--- config.mk ---
export PLATFORM = sky130hd
export DESIGN_NAME = powlib_up_fifo_flat
export DESIGN_NICKNAME = d
export VERILOG_FILES = /design/src/rtl/powlib_up_fifo_if.sv /design/src/rtl/powlib_up_fifo.sv /design/src/flat_wrapper.sv
export SDC_FILE = /design/constraint.sdc
export NUM_CORES = 1
export LEC_CHECK = 0
export ABC_AREA = 0
export ABC_CLOCK_PERIOD_IN_PS = 7500
export CAP_MARGIN = 20
export CORE_ASPECT_RATIO = 0.8
export CORE_UTILIZATION = 50
export DETAILED_ROUTE_END_ITERATION = 12
export PLACE_DENSITY = 0.68
export SLEW_MARGIN = 5
export SYNTH_ARGS = -nofsm -noshare
export SYNTH_HDL_FRONTEND = slang
export SYNTH_SLANG_ARGS = --single-unit
--- constraint.sdc ---
create_clock -name clk -period 7.5 [get_ports clk]
set_clock_uncertainty 0.05 [all_clocks]
set_input_delay 0.75 -clock clk [delete_from_list [all_inputs] [get_ports clk]]
set_output_delay 0.75 -clock clk [all_outputs]
set_load 0.05 [all_outputs]
--- src/rtl/powlib_up_fifo_if.sv ---
// Stream bundle for powlib_up_fifo: narrow write side in, wide read side out.
// The flush signal exists only when UPFIFO_FLUSH_EN is defined.
interface powlib_up_fifo_if #(
  parameter int unsigned W    = 16,
  parameter int unsigned MULT = 3
);
  logic [W-1:0]      wrdata;
  logic              wrvld;
  logic              wrrdy;
  logic [W*MULT-1:0] rddata;
  logic              rdvld;
  logic              rdrdy;
`ifdef UPFIFO_FLUSH_EN
  logic              flush;

  modport slave  (input  wrdata, wrvld, rdrdy, flush, output wrrdy, rddata, rdvld);
  modport master (output wrdata, wrvld, rdrdy, flush, input  wrrdy, rddata, rdvld);
`else
  modport slave  (input  wrdata, wrvld, rdrdy, output wrrdy, rddata, rdvld);
  modport master (output wrdata, wrvld, rdrdy, input  wrrdy, rddata, rdvld);
`endif
endinterface

--- src/rtl/powlib_up_fifo.sv ---
// Upsizing FIFO: packs MULT W-bit words (first word in the LSBs) into one W*MULT-bit word
// and queues packed words in a DEPTH-entry FIFO. EASYNC!=0 adds a registered output stage
// that counts towards the DEPTH capacity. Optional flush of a partial word is enabled by
// defining UPFIFO_FLUSH_EN.
module powlib_up_fifo #(
  parameter int unsigned W      = 16,
  parameter int unsigned MULT   = 3,
  parameter int unsigned DEPTH  = 8,
  parameter int unsigned EASYNC = 0,
  parameter int unsigned EAR    = 0,
  parameter string       ID     = "UPFIFO",
  parameter int unsigned EDBG   = 0
) (
  input  logic            clk,
  input  logic            rst,
  powlib_up_fifo_if.slave bus
);
  localparam int unsigned   OW      = W * MULT;
  localparam int unsigned   IW      = $clog2(MULT);
  localparam int unsigned   PW      = $clog2(DEPTH);
  localparam int unsigned   CW      = PW + 1;
  localparam logic [IW-1:0] LastIdx = IW'(MULT - 1);

  logic [IW-1:0] idx_q, idx_d;
  logic [OW-1:0] acc_q, acc_d;
  logic [CW-1:0] cnt_q, cnt_d;  // entries held in mem_q (excludes output register)
  logic [PW-1:0] wr_ptr_q, wr_ptr_d;
  logic [PW-1:0] rd_ptr_q, rd_ptr_d;
  logic          full_q, full_d;
  logic [OW-1:0] mem_q [DEPTH];

  logic          last_word, accept, push, pop_mem, out_occ_d;
  logic [OW-1:0] push_word, head_word;

  // Reset is always asynchronous; EAR is kept only for interface compatibility.
  logic unused_cfg;
  assign unused_cfg = (EAR != 0) | (ID == "");

  assign last_word = (idx_q == LastIdx);
  // full_q is registered so wrrdy never depends combinationally on rdrdy
  assign bus.wrrdy = ~last_word | ~full_q;
  assign accept    = bus.wrvld & bus.wrrdy;
  assign head_word = mem_q[rd_ptr_q];

  // Accumulate input words and form the packed word to push
  always_comb begin
    acc_d     = acc_q;
    idx_d     = idx_q;
    push      = 1'b0;
    push_word = '0;
    if (accept) begin
      if (last_word) begin
        push      = 1'b1;
        push_word = {bus.wrdata, acc_q[OW-W-1:0]};
        idx_d     = '0;
      end else begin
        acc_d[idx_q*W +: W] = bus.wrdata;
        idx_d               = idx_q + 1'b1;
      end
    end
`ifdef UPFIFO_FLUSH_EN
    // A same-cycle word is packed first; if it completed the word, flush has nothing left
    if (bus.flush && (idx_q != '0) && !full_q && !(accept && last_word)) begin
      push = 1'b1;
      for (int unsigned k = 0; k < MULT; k++) begin
        if (IW'(k) < idx_d) push_word[k*W +: W] = acc_d[k*W +: W];
      end
      idx_d = '0;
    end
`endif
  end

  // Pointer, occupancy and full-flag next state
  always_comb begin
    wr_ptr_d = wr_ptr_q + PW'(push);
    rd_ptr_d = rd_ptr_q + PW'(pop_mem);
    cnt_d    = cnt_q + CW'(push) - CW'(pop_mem);
    full_d   = (({1'b0, cnt_d} + (CW+1)'(out_occ_d)) == (CW+1)'(DEPTH));
  end

  // Packed-word storage; contents are only observed through valid entries
  always_ff @(posedge clk) begin
    if (push) mem_q[wr_ptr_q] <= push_word;
  end

  // Control state
  always_ff @(posedge clk or posedge rst) begin
    if (rst) begin
      idx_q    <= '0;
      acc_q    <= '0;
      cnt_q    <= '0;
      wr_ptr_q <= '0;
      rd_ptr_q <= '0;
      full_q   <= 1'b0;
    end else begin
      idx_q    <= idx_d;
      acc_q    <= acc_d;
      cnt_q    <= cnt_d;
      wr_ptr_q <= wr_ptr_d;
      rd_ptr_q <= rd_ptr_d;
      full_q   <= full_d;
    end
  end

  if (EASYNC != 0) begin : g_oreg
    logic          ovld_q, ovld_d;
    logic [OW-1:0] odata_q, odata_d;

    // Refill the output register whenever it is empty or being drained
    always_comb begin
      pop_mem = (cnt_q != '0) && (!ovld_q || bus.rdrdy);
      ovld_d  = ovld_q & ~bus.rdrdy;
      odata_d = odata_q;
      if (pop_mem) begin
        ovld_d  = 1'b1;
        odata_d = head_word;
      end
    end

    // Output register state
    always_ff @(posedge clk or posedge rst) begin
      if (rst) begin
        ovld_q  <= 1'b0;
        odata_q <= '0;
      end else begin
        ovld_q  <= ovld_d;
        odata_q <= odata_d;
      end
    end

    assign out_occ_d  = ovld_d;
    assign bus.rdvld  = ovld_q;
    assign bus.rddata = ovld_q ? odata_q : '0;
  end else begin : g_direct
    assign pop_mem    = (cnt_q != '0) && bus.rdrdy;
    assign out_occ_d  = 1'b0;
    assign bus.rdvld  = (cnt_q != '0);
    assign bus.rddata = (cnt_q != '0) ? head_word : '0;
  end

`ifndef SYNTHESIS
  if (EDBG != 0) begin : g_dbg
    // Trace packed pushes and pops
    always_ff @(posedge clk) begin
      if (!rst && push) $display("%s push %h", ID, push_word);
      if (!rst && bus.rdvld && bus.rdrdy) $display("%s pop %h", ID, bus.rddata);
    end
  end
`endif
endmodule

--- src/flat_wrapper.sv ---
// flat-port wrapper written by rule: the top's interface ports become plain ports
module powlib_up_fifo_flat 
#(
  parameter int unsigned W      = 16,
  parameter int unsigned MULT   = 3,
  parameter int unsigned DEPTH  = 8,
  parameter int unsigned EASYNC = 0,
  parameter int unsigned EAR    = 0,
  parameter string       ID     = "      ",
  parameter int unsigned EDBG   = 0
)
  (clk, rst, bus_wrdata, bus_wrvld, bus_rdrdy, bus_wrrdy, bus_rddata, bus_rdvld);
  powlib_up_fifo_if #(.W(W), .MULT(MULT)) bus_i ();
  input  logic clk;
  input  logic rst;
  input wire logic [$bits(bus_i.wrdata)-1:0] bus_wrdata;
  input wire logic [$bits(bus_i.wrvld)-1:0] bus_wrvld;
  input wire logic [$bits(bus_i.rdrdy)-1:0] bus_rdrdy;
  output wire logic [$bits(bus_i.wrrdy)-1:0] bus_wrrdy;
  output wire logic [$bits(bus_i.rddata)-1:0] bus_rddata;
  output wire logic [$bits(bus_i.rdvld)-1:0] bus_rdvld;
  assign bus_i.wrdata = bus_wrdata;
  assign bus_i.wrvld = bus_wrvld;
  assign bus_i.rdrdy = bus_rdrdy;
  assign bus_wrrdy = bus_i.wrrdy;
  assign bus_rddata = bus_i.rddata;
  assign bus_rdvld = bus_i.rdvld;
  powlib_up_fifo #(.W(W), .MULT(MULT), .DEPTH(DEPTH), .EASYNC(EASYNC), .EAR(EAR), .ID(ID), .EDBG(EDBG)) u_core (.clk(clk), .rst(rst), .bus(bus_i));
endmodule
==> impl_metrics.tcl, run 1 <==
set metrics [dict create \
    synth.top_cells.by_count "384 x edfxtp_1, 96 x mux4_2, 80 x a22o_1" \
    pre_cts_ws_ns 3.368 \
    async_reset_ff_share_pct 10.49 \
    drt_first_pass_iters 7 \
    htree_levels 2 \
    grt_usage_pct 21.14 \
    die_w_um 205.5 \
    final_cells 1299 \
    crit_start "u_core.rd_ptr_q[0]" \
    synth_seq_cells 429 \
    grt_max_degree 52 \
    crit_path_start_kind "flip-flop" \
    ir_worst_vdd_uv 396.6 \
    finalCritPeriodShare_pct 61.28 \
    hold_end "u_core.acc_q[11]" \
    syn_nets 788 \
    netlist_instances 755 \
    finalWorstSetupSlack_ns 2.904 \
    met2_usage_pct 33.26 \
    cts_tree "built" \
    seqCellArea_mm2 0.01266 \
    clk_pin_slew_ns 0.06 \
    synth_cell_types 37 \
    finalPower_mw 7.710 \
    synth_top_cell_by_area "edfxtp_1" \
    critPathSlowestCell "dfrtp_4" \
    clock_path_buffers 3 \
    drc 0 \
    grt_busiest_layer "met2" \
    seq_area_frac_synth_pct 76.40 \
    yosysTopAreaCellShare_pct 69.60 \
    yosys_warnings 0 \
    cts_buffers 41 \
    antenna_found_initial 1 \
    setup_tns_ns 0 \
    cpPeakStageDelay_ns 0.99 \
    syn_area_per_cell_um2 21.94 \
    use_met1_pct 29.89 \
    cp_top_family "buffers and inverters" \
    globalRouteOverflowTotal 0 \
    whs_ns 0.4486 \
    grt_use_met3_pct 4.479 \
    status "complete, no violations" \
    critical_path_buf_inv_count 2 \
    arrival_ns 3.80 \
    reg2reg_from "u_core.idx_q[0]" \
    viasPerCell 5.967 \
    ctsResizeCount 0 \
    hold_class "reg2reg" \
    fin_util_pct 58.34 \
    port_buffers 69 \
    core_mm2 0.03256 \
    tightestPinTransition_ns 1.099 \
    rows 59 \
    wire_per_inst_um 26.21 \
    synth-edff-count 384 \
    grt_first_pass_wirelength_um 51230 \
    die_y_um 164.8 \
    path_cells "buf_4, mux4_2, a22o_1, clkdlybuf4s50_1" \
    hold_violations 0 \
    syn_area_mm2 0.01657 \
    hold_depth 1 \
    p_leak_nw 6.235 \
    max-cap-violations 0 \
    root_buffer "clkbuf_16" \
    ant_nets 0 \
    crit_type "reg2out" \
    ys_top_cells_by_area "edfxtp_1 70%, mux4_2 13%, dfrtp_1 6.8%" \
    synthFlopType "edfxtp_1" \
    fin_area_mm2 0.01899 \
    vias 7751 \
    dpl_cell_area_mm2 0.01772 \
    fillers 2280 \
    worst_hold_startpoint "u_core.acc_q[11]" \
    r2r_setup_slack_ns 4.40 \
    reg2reg_depth 5 \
    reg2reg_to "u_core.acc_q[16]" \
    start_util_pct 50.89 \
    multi_input_area_mm2 0.003681 \
    cts.sinks 429 \
    min_period_ns 4.596 \
    final_max_slew_viol_count 0 \
    wl_um 34050 \
    cts_setup_buffers 0 \
    drive_gt1_share_pct 21.47 \
    grt_pass1_vias 8244 \
    maxClockFrequency_mhz 217.6 \
    place_inst 1225 \
    gp_congestion 0.7704 \
    yosysMostFrequentCell "edfxtp_1" \
    detailed_place_hpwl_um 18980 \
    rsz0062_at_grt "no" \
    worstPathMaxFanout 42 \
    slew_headroom_pct 26.53 \
    cp-end-kind "primary output" \
    clk_latency_ns 0.54 \
    die_area_mm2 0.03387 \
    cts_hold_buf 0 \
    setup_violations 0 \
    fin_nets 875 \
    syn2layout_area_growth_pct 14.64 \
    ios 70 \
    p_per_area_mw_per_mm2 405.9 \
    drt_iter0_drc 603 \
    critical_path_required_ns 6.70 \
]
[registers in the layout (all words and copies together) (netlist names)]
register / count
u_core.idx_q: 2
u_core.wr_ptr_q: 3
u_core.full_q: 1
u_core.rd_ptr_q: 3
u_core.mem_q: 384
u_core.acc_q: 32
u_core.cnt_q: 4
[cells by family after synthesis]
logic type / after synthesis / synth area share [%]
AO/OA/AOI/OAI: 85 / 4.411
XOR/XNOR: 5 / 0.2643
adder cells (fa/ha/maj): 13 / 1.027
buffers and inverters: 48 / 1.722
flip-flops: 429 / 76.40
multiplexers: 98 / 13.18
AND/OR/NAND/NOR: 77 / 2.998
[per-layer routing]
layer  share of wire [%]  up-vias
met5                   0        -
met4                 2.1        0
met3                 6.5       48
met2                  48      282
met1                  44     4096
li1                    -     3325
[cell type report]
class                      count  area share (%)
inverter                       7          0.1383
antenna                        1         0.01318
multi-input combinational    278           19.38
sequential                   429           66.68
clock buffer                  47           5.573
clock inverter                25           1.047
timing repair buffer          85           4.354
tap                          427           2.813
[where the power goes]
group / internal (mW) / total, mW / switching (mW) / leakage, nW
combinational: 1.10 / 2.77 / 1.66 / 1.63
sequential: 2.78 / 2.99 / 0.210 / 3.98
clock: 1.11 / 1.95 / 0.835 / 0.625
[cell usage in the layout (no fill, tap or decap), types with 9 or more instances in the layout]
cell             count
clkdlybuf4s50_1     69
mux4_2              96
a22o_1              80
buf_4               14
clkinv_2             9
ha_1                12
clkinv_1            11
and2_1              48
edfxtp_1           384
dfrtp_1             43
clkbuf_16           41
[how the worst max path moves through the flow]
stage	cells after the start	slack (ns)	endpoint
after detailed placement	4	3.37	bus_rddata[31]
final	4	2.90	bus_rddata[31]
after CTS	4	2.80	bus_rddata[31]
after global placement	4	3.41	bus_rddata[31]
after floorplan	4	1.39	u_core.mem_q[0][0]
after global routing	4	2.63	bus_rddata[31]
[worst reg2reg max path, cell delays in order (launching register included)]
cell and delay [ns]:
dfrtp_1 0.45, inv_1 0.13, ha_1 0.26, nand3b_1 0.83, nor3_4 1.07, a22o_1 0.26
(Power assumes the default switching activity.)
==> run 2: changes to the inputs <==
--- a/config.mk
+++ b/config.mk
@@ -6,7 +6,7 @@
 export NUM_CORES = 1
 export LEC_CHECK = 0
 export ABC_AREA = 0
-export ABC_CLOCK_PERIOD_IN_PS = 7500
+export ABC_CLOCK_PERIOD_IN_PS = 4700
 export CAP_MARGIN = 20
 export CORE_ASPECT_RATIO = 0.8
 export CORE_UTILIZATION = 50
==> constraint.sdc (replaced) <==
create_clock -name clk -period 4.7 [get_ports clk]
set_clock_uncertainty 0.05 [all_clocks]
set_input_delay 0.47 -clock clk [delete_from_list [all_inputs] [get_ports clk]]
set_output_delay 0.47 -clock clk [all_outputs]
set_load 0.05 [all_outputs]
==> run 2 against run 1 <==
Net effect: critical path depth did not move; register-to-register slack got worse by 2.9 ns; sequential power rose by 61%; largest power group unchanged; global-route usage fell by 0.24 points; sequential cell count did not move; combinational power rose by 61%.
==> impl_metrics.tcl, run 2 (synthesized netlist as in run 1, its figures left out) <==
set metrics [dict create \
    hold_violations 0 \
    wl_um 34350 \
    wire_per_inst_um 26.36 \
    vias 7874 \
    cts.sinks 429 \
    grt_max_degree 61 \
    pre_cts_ws_ns 1.303 \
    finalWorstSetupSlack_ns 0.7771 \
    reg2reg_to "u_core.full_q" \
    rsz0062_at_grt "no" \
    crit_path_start_kind "flip-flop" \
    detailed_place_hpwl_um 18650 \
    finalCritPeriodShare_pct 83.47 \
    rows 59 \
    cpPeakStageDelay_ns 1.02 \
    core_mm2 0.03256 \
    cts_buffers 42 \
    cp-end-kind "primary output" \
    multi_input_area_mm2 0.003696 \
    drt_first_pass_iters 5 \
    root_buffer "clkbuf_16" \
    ctsResizeCount 0 \
    path_cells "buf_4, mux4_2, a22o_1, clkdlybuf4s50_1" \
    critical_path_buf_inv_count 2 \
    largest_register "u_core.mem_q" \
    p_leak_nw 6.268 \
    arrival_ns 3.40 \
    fin_nets 879 \
    syn2layout_area_growth_pct 15.14 \
    gp_congestion 0.7411 \
    hold_class "in2async" \
    clk_pin_slew_ns 0.06 \
    min_period_ns 3.923 \
    viasPerCell 6.043 \
    antenna_cells 0 \
    r2r_setup_slack_ns 1.49 \
    htree_levels 2 \
    slew_headroom_pct 24.35 \
    critPathSlowestCell "dfrtp_4" \
    drc 0 \
    max-cap-violations 0 \
    cts_hold_buf 0 \
    final_max_slew_viol_count 0 \
    cts_setup_buffers 0 \
    grt_pass1_vias 8386 \
    ant_nets 0 \
    status "complete, no violations" \
    port_buffers 69 \
    die_w_um 205.5 \
    grt_first_pass_wirelength_um 50990 \
    final_common_cell "edfxtp_1" \
    p_per_area_mw_per_mm2 650.0 \
    tightestPinTransition_ns 1.130 \
    die_y_um 164.8 \
    setup_tns_ns 0 \
    clock_path_buffers 3 \
    ios 70 \
    antenna_found_initial 1 \
    drive_gt1_share_pct 21.69 \
    maxClockFrequency_mhz 254.9 \
    reg_top3 "u_core.mem_q x384, u_core.acc_q x32, u_core.cnt_q x4" \
    cp_top_family "buffers and inverters" \
    critical_path_required_ns 4.18 \
    reg2reg_from "u_core.idx_q[0]" \
    worstPathMaxFanout 60 \
    start_util_pct 50.89 \
    layout_common_cells "384 x edfxtp_1, 96 x mux4_2, 80 x a22o_1" \
    seqCellArea_mm2 0.01266 \
    ir_worst_vdd_uv 502.6 \
    largest_reg_flops 384 \
    crit_type "reg2out" \
    die_area_mm2 0.03387 \
    globalRouteOverflowTotal 0 \
    clk_latency_ns 0.54 \
    cts_tree "built" \
    drt_iter0_drc 649 \
    fillers 2292 \
    setup_violations 0 \
    grt_usage_pct 20.90 \
    reg2reg_depth 9 \
]
==> run 2: area by class of cell <==
cell class | count | share of cell area (%)
Clock buffer | 53 | 5.838
Inverter | 7 | 0.1377
Clock inverter | 21 | 0.8264
Sequential cell | 429 | 66.39
Timing Repair Buffer | 88 | 4.631
Multi-Input combinational cell | 278 | 19.38
Tap cell | 427 | 2.801
==> run 2: per-stage QoR <==
stage	utilization (%)	cells	area [um^2]	hold WS, ns	power [mW]
2_1_floorplan	-	755	16580	0.4108	8.023
3_3_place_gp	54.69	1229	17800	0.4344	9.300
3_5_place_dp	54.69	1229	17800	0.4379	9.399
4_1_cts	58.60	1303	19080	0.3429	12.53
5_1_grt	58.60	1303	19080	0.4109	12.88
6_report	58.60	1303	19080	0.3402	12.40
==> run 2: worst max-delay path by stage <==
stage | startpoint | to | slack [ns] | cells past startpoint
floorplan | u_core.idx_q[0] | u_core.mem_q[2][0] | -0.14 | 4
global placement | u_core.rd_ptr_q[0] | bus_rddata[7] | 1.33 | 4
detailed placement | u_core.rd_ptr_q[1] | bus_rddata[12] | 1.30 | 4
CTS | u_core.rd_ptr_q[1] | bus_rddata[12] | 0.71 | 4
global route | u_core.rd_ptr_q[0] | bus_rddata[35] | 0.65 | 4
finish | u_core.rd_ptr_q[1] | bus_rddata[12] | 0.78 | 4
==> run 2: power by group <==
part           switching [mW]  total [mW]  internal [mW]
clock network            1.34        3.13           1.79
logic                    2.66        4.47           1.82
registers               0.357        4.80           4.44
==> run 2: per-layer routing <==
metal	global-route usage (%)	vias to the layer above	share of wire [%]
met2	33.10	304	48
met3	4.676	66	7.3
met5	0	-	0.049
li1	-	3324	-
met1	29.20	4178	42
met4	6.431	2	2.2
==> run 2: tightest hold or removal path, cell delays in order <==
cell             delay, ns
clkdlybuf4s50_1       0.40
clkinv_1              0.04
buf_4                 0.48
==> run 3: changes to the inputs <==
--- a/config.mk
+++ b/config.mk
@@ -6,7 +6,7 @@
 export NUM_CORES = 1
 export LEC_CHECK = 0
 export ABC_AREA = 0
-export ABC_CLOCK_PERIOD_IN_PS = 4700
+export ABC_CLOCK_PERIOD_IN_PS = 3900
 export CAP_MARGIN = 20
 export CORE_ASPECT_RATIO = 0.8
 export CORE_UTILIZATION = 50
==> constraint.sdc (replaced) <==
create_clock -name clk -period 3.9 [get_ports clk]
set_clock_uncertainty 0.05 [all_clocks]
set_input_delay 0.39 -clock clk [delete_from_list [all_inputs] [get_ports clk]]
set_output_delay 0.39 -clock clk [all_outputs]
set_load 0.05 [all_outputs]
==> run 3 against run 2 <==
Net effect: wire length decreased by 2.0%; final area increased by 0.72%; clock-buffer cell count increased by 14; non-clock buffer count increased by 10; first-iteration DRC count decreased by 5.7%; sequential cell count unchanged; sequential power increased by 20%; power increased by 21%; highest routed layer is now met4.
==> impl_metrics.tcl, run 3 (synthesized netlist as in run 1, its figures left out) <==
set metrics [dict create \
    finalWorstSetupSlack_ns 0.2152 \
    cts.sinks 429 \
    ctsResizeCount 0 \
    htree_levels 2 \
    status "complete, no violations" \
    port_buffers 69 \
    drc 0 \
    grt_pass1_vias 8257 \
    largest_reg_flops 384 \
    reg2reg_to "u_core.mem_q[7][5]" \
    critPathSlowestCell "clkdlybuf4s50_1" \
    fillers 2276 \
    setup_tns_ns 0 \
    worstPathMaxFanout 48 \
    p_per_area_mw_per_mm2 781.2 \
    max-cap-violations 0 \
    final_common_cell "edfxtp_1" \
    ant_nets 0 \
    core_mm2 0.03256 \
    antenna_found_initial 0 \
    grt_max_degree 57 \
    rows 59 \
    vias 7887 \
    min_period_ns 3.685 \
    seqCellArea_mm2 0.01266 \
    clock_path_buffers 3 \
    hold_class "in2async" \
    antenna_cells 0 \
    p_leak_nw 6.344 \
    maxClockFrequency_mhz 271.4 \
    crit_type "reg2out" \
    cts_buffers 42 \
    path_cells "inv_1, ha_1, or3b_4, and2_4, a22o_1, clkdlybuf4s50_1" \
    final_max_slew_viol_count 0 \
    die_y_um 164.8 \
    tightestPinTransition_ns 1.007 \
    finalCritPeriodShare_pct 94.48 \
    setup_violations 0 \
    multi_input_area_mm2 0.003696 \
    clk_pin_slew_ns 0.06 \
    syn2layout_area_growth_pct 15.97 \
    reg_top3 "u_core.mem_q x384, u_core.acc_q x32, u_core.cnt_q x4" \
    cp-end-kind "primary output" \
    reg2reg_from "u_core.idx_q[0]" \
    wl_um 33660 \
    cts_tree "built" \
    start_util_pct 50.89 \
    cts_hold_buf 0 \
    detailed_place_hpwl_um 19610 \
    die_area_mm2 0.03387 \
    clk_latency_ns 0.54 \
    gp_congestion 0.7992 \
    drive_gt1_share_pct 22.95 \
    wire_per_inst_um 25.58 \
    grt_usage_pct 20.79 \
    die_w_um 205.5 \
    cts_setup_buffers 0 \
    rsz0062_at_grt "no" \
    r2r_setup_slack_ns 0.88 \
    ir_worst_vdd_uv 636.3 \
    grt_first_pass_wirelength_um 51040 \
    ios 70 \
    arrival_ns 3.24 \
    largest_register "u_core.mem_q" \
    whs_ns 0.03443 \
    fin_nets 889 \
    pre_cts_ws_ns 0.7446 \
    globalRouteOverflowTotal 0 \
    crit_path_start_kind "flip-flop" \
    drt_iter0_drc 612 \
    hold_violations 0 \
    fin_util_pct 59.01 \
    layout_common_cells "384 x edfxtp_1, 96 x mux4_2, 80 x a22o_1" \
    critical_path_required_ns 3.46 \
    drt_first_pass_iters 5 \
    slew_headroom_pct 32.60 \
    reg2reg_depth 7 \
    viasPerCell 5.993 \
    cpPeakStageDelay_ns 0.84 \
    root_buffer "clkbuf_16" \
]
==> run 3: cell types whose count changed in the layout (fill, tap and decap cells not counted), moves of 2 or more <==
cell	before	now
clkinv_2	9	6
buf_4	15	24
clkbuf_1	10	16
bufinv_16	2	0
inv_6	2	0
clkinv_8	0	2
clkinv_1	8	1
clkbuf_8	0	8
==> run 3: how the worst max path moves through the flow <==
| stage | to | depth (start not counted) | slack [ns] | from |
|---|---|---|---|---|
| floorplan | u_core.mem_q[2][0] | 4 | -0.94 | u_core.idx_q[0] |
| global placement | bus_rddata[29] | 4 | 0.76 | u_core.rd_ptr_q[0] |
| detailed placement | u_core.mem_q[7][25] | 6 | 0.74 | bus_wrvld |
| CTS | bus_rddata[27] | 4 | 0.18 | u_core.rd_ptr_q[0] |
| global route | bus_rddata[35] | 4 | 0.09 | u_core.rd_ptr_q[0] |
| finish | bus_rddata[45] | 6 | 0.22 | u_core.cnt_q[2] |
==> run 3: worst max-delay path: cells and delay by family (launching register included) <==
kind	cells	cell delay, ns
and+or+nand+nor	2	0.92
AOI/OAI and AO/OA	1	0.38
DFF	1	0.32
adders and majority gates	1	0.19
buffers and inverters	2	0.89
==> run 3: routing by layer <==
layer  track usage [%]  wire, um  vias up
met1             30.64     14710     4226
met5                 0         0        -
met4             5.118       674        0
met2             32.60     16020      267
met3             3.631      2254       52
li1                  -         -     3342
==> run 3: power breakdown <==
group	leakage, nW	internal, mW	switching [mW]	total [mW]
clock	0.645	2.20	1.62	3.81
sequential	3.98	5.36	0.394	5.75
combinational	1.72	2.23	3.22	5.45
total	6.34	9.78	5.23	15.0
==> run 3: layout make-up <==
class | count | area share (%)
clock buffer | 67 | 6.487
clock inverter | 10 | 0.3842
inverter | 7 | 0.1368
multi-input combinational | 278 | 19.24
sequential | 429 | 65.92
tap | 427 | 2.781
timing repair buffer | 98 | 5.054
==> run 3: per-stage QoR <==
stage | total power, mW | instance area [um^2] | std cells
2_1_floorplan | 9.671 | 16590 | 755
3_3_place_gp | 11.26 | 17870 | 1238
3_5_place_dp | 11.35 | 17870 | 1238
4_1_cts | 15.17 | 19190 | 1315
5_1_grt | 15.62 | 19210 | 1316
6_report | 15.01 | 19210 | 1316
